==> src/rtl/vga_pattern_gen.sv <==
// VGA timing generator with solid / bars / checker / gradient test patterns.
// Optional horizontal scrolling via `define VGA_PATTERN_SCROLL_EN.
module vga_pattern_gen #(
    parameter int CW       = 4,
    parameter int H_ACTIVE = 640,
    parameter int H_FP     = 16,
    parameter int H_SYNC   = 96,
    parameter int H_BP     = 48,
    parameter int V_ACTIVE = 480,
    parameter int V_FP     = 10,
    parameter int V_SYNC   = 2,
    parameter int V_BP     = 33,
    parameter bit SYNC_POL = 1'b0
) (
    input  logic          clk,
    input  logic          reset,
    input  logic          pix_en,
    input  logic [1:0]    mode,
    input  logic [3*CW-1:0] color,
    output logic [3*CW-1:0] rgb,
    output logic          h_sync,
    output logic          v_sync,
    output logic          video_on,
    output logic          frame_start
);
    localparam int H_TOTAL = H_ACTIVE + H_FP + H_SYNC + H_BP;
    localparam int V_TOTAL = V_ACTIVE + V_FP + V_SYNC + V_BP;
    localparam int HW = $clog2(H_TOTAL + 1);
    localparam int VW = $clog2(V_TOTAL + 1);
    localparam int XW = (HW > CW + 3) ? HW : CW + 3;
    // y only feeds the checker bit 5 and the gradient slice
    localparam int YW = (CW + 3 > 6) ? CW + 3 : 6;

    logic [HW-1:0]   r_h;
    logic [VW-1:0]   r_v;
    logic [1:0]      r_mode;
    logic [3*CW-1:0] r_color;
    logic            w_h_last, w_v_last, w_origin, w_act;
    logic [XW-1:0]   w_xeff;

    assign w_h_last = (r_h == HW'(H_TOTAL - 1));
    assign w_v_last = (r_v == VW'(V_TOTAL - 1));
    assign w_origin = (r_h == '0) && (r_v == '0);
    assign w_act    = (r_h < HW'(H_ACTIVE)) && (r_v < VW'(V_ACTIVE));

    always_ff @(posedge clk or posedge reset) begin
        if (reset) begin
            r_h <= '0;
            r_v <= '0;
        end else if (pix_en) begin
            r_h <= w_h_last ? '0 : r_h + 1'b1;
            if (w_h_last)
                r_v <= w_v_last ? '0 : r_v + 1'b1;
        end
    end

    // Pattern controls latch at the origin so a frame is never mixed.
    always_ff @(posedge clk or posedge reset) begin
        if (reset) begin
            r_mode  <= '0;
            r_color <= '0;
        end else if (pix_en && w_origin) begin
            r_mode  <= mode;
            r_color <= color;
        end
    end

`ifdef VGA_PATTERN_SCROLL_EN
    logic [XW-1:0] r_off;
    logic [XW:0]   w_xsum;

    // Bumped on the last scan position so the whole next frame sees one offset.
    always_ff @(posedge clk or posedge reset) begin
        if (reset)
            r_off <= '0;
        else if (pix_en && w_h_last && w_v_last)
            r_off <= (r_off == XW'(H_ACTIVE - 1)) ? '0 : r_off + 1'b1;
    end

    assign w_xsum = {1'b0, XW'(r_h)} + {1'b0, r_off};
    assign w_xeff = (w_xsum >= (XW+1)'(H_ACTIVE)) ? XW'(w_xsum - (XW+1)'(H_ACTIVE))
                                                  : XW'(w_xsum);
`else
    assign w_xeff = XW'(r_h);
`endif

    logic          r1_act, r1_hs, r1_vs, r1_first;
    logic [XW-1:0] r1_x;
    logic [YW-1:0] r1_y;

    always_ff @(posedge clk or posedge reset) begin
        if (reset) begin
            r1_act   <= 1'b0;
            r1_hs    <= ~SYNC_POL;
            r1_vs    <= ~SYNC_POL;
            r1_first <= 1'b0;
            r1_x     <= '0;
            r1_y     <= '0;
        end else if (pix_en) begin
            r1_act   <= w_act;
            r1_hs    <= (r_h >= HW'(H_ACTIVE + H_FP) && r_h < HW'(H_ACTIVE + H_FP + H_SYNC))
                        ? SYNC_POL : ~SYNC_POL;
            r1_vs    <= (r_v >= VW'(V_ACTIVE + V_FP) && r_v < VW'(V_ACTIVE + V_FP + V_SYNC))
                        ? SYNC_POL : ~SYNC_POL;
            r1_first <= w_origin;
            r1_x     <= w_xeff;
            r1_y     <= YW'(r_v);
        end
    end

    logic [2:0]      w_bar;
    logic [3*CW-1:0] w_pix;

    always_comb begin
        w_bar = 3'((32'(r1_x) << 3) / 32'(H_ACTIVE));
        w_pix = '0;
        case (r_mode)
            2'd0: w_pix = r_color;
            2'd1: w_pix = {{CW{w_bar[2]}}, {CW{w_bar[1]}}, {CW{w_bar[0]}}};
            2'd2: w_pix = (r1_x[5] ^ r1_y[5]) ? '0 : r_color;
            default: w_pix = {r1_x[CW+2:3], r1_y[CW+2:3], r1_x[CW+2:3] ^ r1_y[CW+2:3]};
        endcase
        if (!r1_act)
            w_pix = '0;
    end

    // frame_start drops on idle clocks so it never stretches past one clk.
    always_ff @(posedge clk or posedge reset) begin
        if (reset) begin
            rgb         <= '0;
            h_sync      <= ~SYNC_POL;
            v_sync      <= ~SYNC_POL;
            video_on    <= 1'b0;
            frame_start <= 1'b0;
        end else if (pix_en) begin
            rgb         <= w_pix;
            h_sync      <= r1_hs;
            v_sync      <= r1_vs;
            video_on    <= r1_act;
            frame_start <= r1_first;
        end else begin
            frame_start <= 1'b0;
        end
    end
endmodule

==> config.mk <==
export PLATFORM = sky130hd
export DESIGN_NAME = vga_pattern_gen
export DESIGN_NICKNAME = d
export VERILOG_FILES = /design/src/rtl/vga_pattern_gen.sv
export SDC_FILE = /design/constraint.sdc
export NUM_CORES = 1
export LEC_CHECK = 0
export CORE_UTILIZATION = 57
export CTS_CLUSTER_SIZE = 14
export DETAILED_ROUTE_END_ITERATION = 12
export DONT_BUFFER_PORTS = 1
export MAX_ROUTING_LAYER = met4
export PLACE_DENSITY = 0.75
export SLEW_MARGIN = 20
export SYNTH_ARGS = -nofsm -noshare
export SYNTH_HDL_FRONTEND = slang
export SYNTH_SLANG_ARGS = --single-unit
==> constraint.sdc <==
create_clock -name clk -period 2.6 [get_ports clk]
set_clock_uncertainty 0.1 [all_clocks]
set_input_delay 0.52 -clock clk [delete_from_list [all_inputs] [get_ports clk]]
set_output_delay 0.52 -clock clk [all_outputs]
set_load 0.02 [all_outputs]
==> metrics.md <==
| Metric | Value |
|---|---|
| Status | finished with violations |
| Failing checks | setup timing |
| Detailed Routing Iterations Pass 1 | 5 |
| Largest area contributor in the netlist | dfrtp_1 |
| Via count | 2845 |
| I/O pin total | 33 |
| Remaining Overflow, GRT | 0 |
| Worst path cell trace | nor2_4, inv_2, ha_4, or2b_1, o22ai_1, a221o_2, o31a_1, nor3_2, xor2_1, and3_4, o31ai_2 |
| Reg2reg setup slack | -0.02 ns |
| ANT cells | 0 |
| Tcrit/Tclk final | 1.01 |
| F_max | 382 MHz |
| Syn avg cell area | 10.1 um2 |
| Reg power frac | 0.529 |
| Top cell type's share of synthesized area | 0.439 |
| Comb power frac | 0.178 |
| Cell family with most CP delay | compound AO/OA/AOI/OAI gates |
| Cell count of the worst reg-to-reg path | 11 |
| Worst r2r src | r1_x[8] |
| Worst Hold Class | in2reg |
| Post-synth EDFFs | 0 |
| Hold_sp | pix_en |
| Post-Syn Instances | 361 |
| Crit path from | r1_x[8] |
| RePlAce Congestion | 0.935 |
| Max-cap violations | 0 |
| Core box area | 6060 um2 |
| Worst setup SP type | flip-flop |
| CTS root buf | clkbuf_8 |
| Clock Power Share | 0.294 |
| Arr. time, crit path | 2.74 ns |
| DRT antenna net count | 0 |
| Setup crit end kind | flip-flop |
| Buffers & Inverters on Critical Path | 1 |
| Vert. Die Dim | 82.0 um |
| Largest net degree at the start of global routing | 41 |
| Crit path time final | 2.62 ns |
| Port Buffers | 0 |
| Worst-path maximum fanout | 6 |
| Die area | 6730 um2 |
| # DRC | 0 |
| Die X | 82.0 um |
| Iteration-0 DRC Markers | 244 |
| Mapped Area | 3650 um2 |
| VDD IR max | 379 uV |
| Internal Power | 0.00170 W |
| Final Instance Area | 4060 um2 |
| Vias in the first global route | 2807 |
| Syn nets | 383 |
| Final nets | 394 |
| Row count | 28 |
| RSZ-0062 raised after global routing | true |
| Hold path endpoint | r1_vs |
| Antenna violations before repair | 0 |
| Hold depth | 1 |
| Layout cells sized above 1 | 0.247 |
| Cell variety after synth | 64 |
| FFs w/ async S/R, synth | 1.00 |
| Final Slew Violations | 0 |
| Post-DP HPWL | 5.52 mm |
| Post-route setup slack | -0.0197 ns |
| Syn. warnings | 0 |
| R2r endpoint | rgb[1] |
| Slew of the pin with the lowest slew margin | 0.421 ns |
| Gr usage total | 0.269 |
| Setup violators final | 3 |
| Synth Flop Type | dfrtp_1 |
| Switching pwr | 0.000792 W |
| CP max-delay cell | dfrtp_1 |
| Starting Density | 0.603 |
| First-pass GRT wire length | 13.0 mm |
| Placement Cell Area | 3760 um2 |
| CTS buffer count | 9 |
| DR vias/cell | 6.29 |
| WL per Instance | 17.7 um |
| Clock Latency Late Sink | 0.34 ns |
| Part of the Yosys area used for sequential elements | 0.467 |
| Max Buffers Root-to-Sink | 2 |
| DRT Wirelength | 8.01 mm |
| Clk slew on worst S/H paths | 0.07 ns |
| P_leak | 1.73 nW |
| Power Density | 614 nW/um2 |
| Dpl ws | -0.0518 ns |
| Final Util | 0.669 |
| Area contributors post-synth | dfrtp_1 (44%), mux2_2 (8.0%), o21ai_0 (4.2%) |
| Synthesis-to-layout area growth | 11.0% |
| CP peak stage delay | 0.41 ns |
| Slew headroom | 0.718 |
| Clock Sinks | 68 |
| #FFs+latches synth | 68 |
| CTS tree | done |
| Crit path required time | 2.72 ns |
| Final Hold Viols | 0 |
| WS Path Type | reg2reg |
| Sw Ratio | 0.318 |
| H-tree levels | 3 |
stage by stage:
step                      total power (W)  instances  TNS, ns  hold slack [ns]
after floorplan                   0.00164        361        0            0.346
after global placement            0.00173        432        0            0.299
after detailed placement          0.00175        432   -0.168            0.307
after CTS                         0.00249        450        0            0.110
after global routing              0.00264        452   -0.637            0.107
final                             0.00249        452  -0.0546            0.131
sequential cells by signal, indices dropped and copies added, names as in the netlist:
name	cells
h_sync	1
r1_first	1
video_on	1
r1_x	10
r_v	10
r_color	12
r1_act	1
r1_vs	1
v_sync	1
rgb	12
r1_hs	1
r1_y	4
r_mode	2
frame_start	1
r_h	10
Yosys cell counts, drive strengths merged, types with 2 or more instances:
cell / n
dfrtp: 64
nand2: 37
o21ai: 32
mux2: 26
a21oi: 21
nor2: 21
inv: 14
clkbuf: 10
nand3: 10
o31ai: 10
xor2: 10
buf: 9
nor3: 8
xnor2: 8
nand4: 6
a221oi: 5
ha: 5
nor4: 5
dfstp: 4
nor2b: 4
o22ai: 4
o2bb2ai: 4
or2b: 4
a211oi: 3
and3: 3
nand3b: 3
o32ai: 3
and2: 2
and2b: 2
nand2b: 2
nand4b: 2
o31a: 2
or3: 2
timing repair:
| item | CTS | global route |
|---|---|---|
| endpoints found under the hold margin | 13 | 0 |
| gates resized for setup | 4 | 11 |
| pin swaps | 1 | 9 |
| gates cloned | 0 | 1 |
| setup endpoints to repair | 8 | 8 |
| buffers inserted | 1 | 1 |
| hold buffers | 1 | 0 |
power by group through the flow:
stage	clock network (W)	logic [W]	registers, W
finish	0.000731	0.000443	0.00132
global route	0.000806	0.000501	0.00133
CTS	0.000755	0.000426	0.00131
detailed placement	0	0.000415	0.00133
global placement	0	0.000402	0.00133
floorplan	0	0.000377	0.00127
per-layer routing:
metal | part of all wire | track usage
met3 | 0.057 | 0.0756
met5 | 0 | -
met2 | 0.49 | 0.420
met1 | 0.43 | 0.327
met4 | 0.019 | 0.112
kinds of logic (layout without fill, tap and decap cells):
family                     after synthesis  count (layout)  synth area share
and+or+nand+nor                        113             113             0.167
DFF                                     68              68             0.467
xor gates and xnor gates                18              18            0.0432
adders and majority gates                5               5            0.0171
buffers and inverters                   35              51            0.0558
muxes                                   27              27            0.0829
AOI/OAI and AO/OA                       95              95             0.167
worst max path at each step:
stage               endpoint  slack [ns]  cells after the start
floorplan             rgb[0]        0.03                     12
global placement      rgb[0]        0.05                     12
detailed placement    rgb[2]       -0.05                     12
CTS                   rgb[1]      0.0003                     12
global route          rgb[2]       -0.12                     12
finish                rgb[1]       -0.02                     11
worst reg2reg max path: cells and delay by family, from the launching register on:
kind                       cells  cell delay [ns]
AOI/OAI and AO/OA              4             0.82
and+or+nand+nor                4             0.63
DFF                            1             0.41
adders and majority gates      1             0.30
xor gates and xnor gates       1             0.18
buffers and inverters          1             0.06
cells in the final DEF, fill, tap and decap left out, types with 5 or more instances in the layout:
cell / instances
buf_4: 16
nor2_1: 20
nand2_1: 37
dfrtp_1: 64
a21oi_1: 20
o31ai_1: 7
clkbuf_8: 9
xor2_1: 10
o21ai_0: 31
nand4_1: 5
nor3_1: 5
xnor2_1: 8
inv_1: 12
nand3_1: 10
mux2_2: 26
area by class of cell:
| cell class | instances | area, um2 |
|---|---|---|
| Clock buffer | 9 | 124 |
| Timing Repair Buffer | 20 | 195 |
| Multi-Input combinational cell | 258 | 1840 |
| Fill cell | 467 | 2010 |
| Clock inverter | 7 | 43.8 |
| Sequential cell | 68 | 1710 |
| Inverter | 15 | 56.3 |
| Tap cell | 75 | 93.8 |
Note: power is estimated with default switching activity, not from simulation.
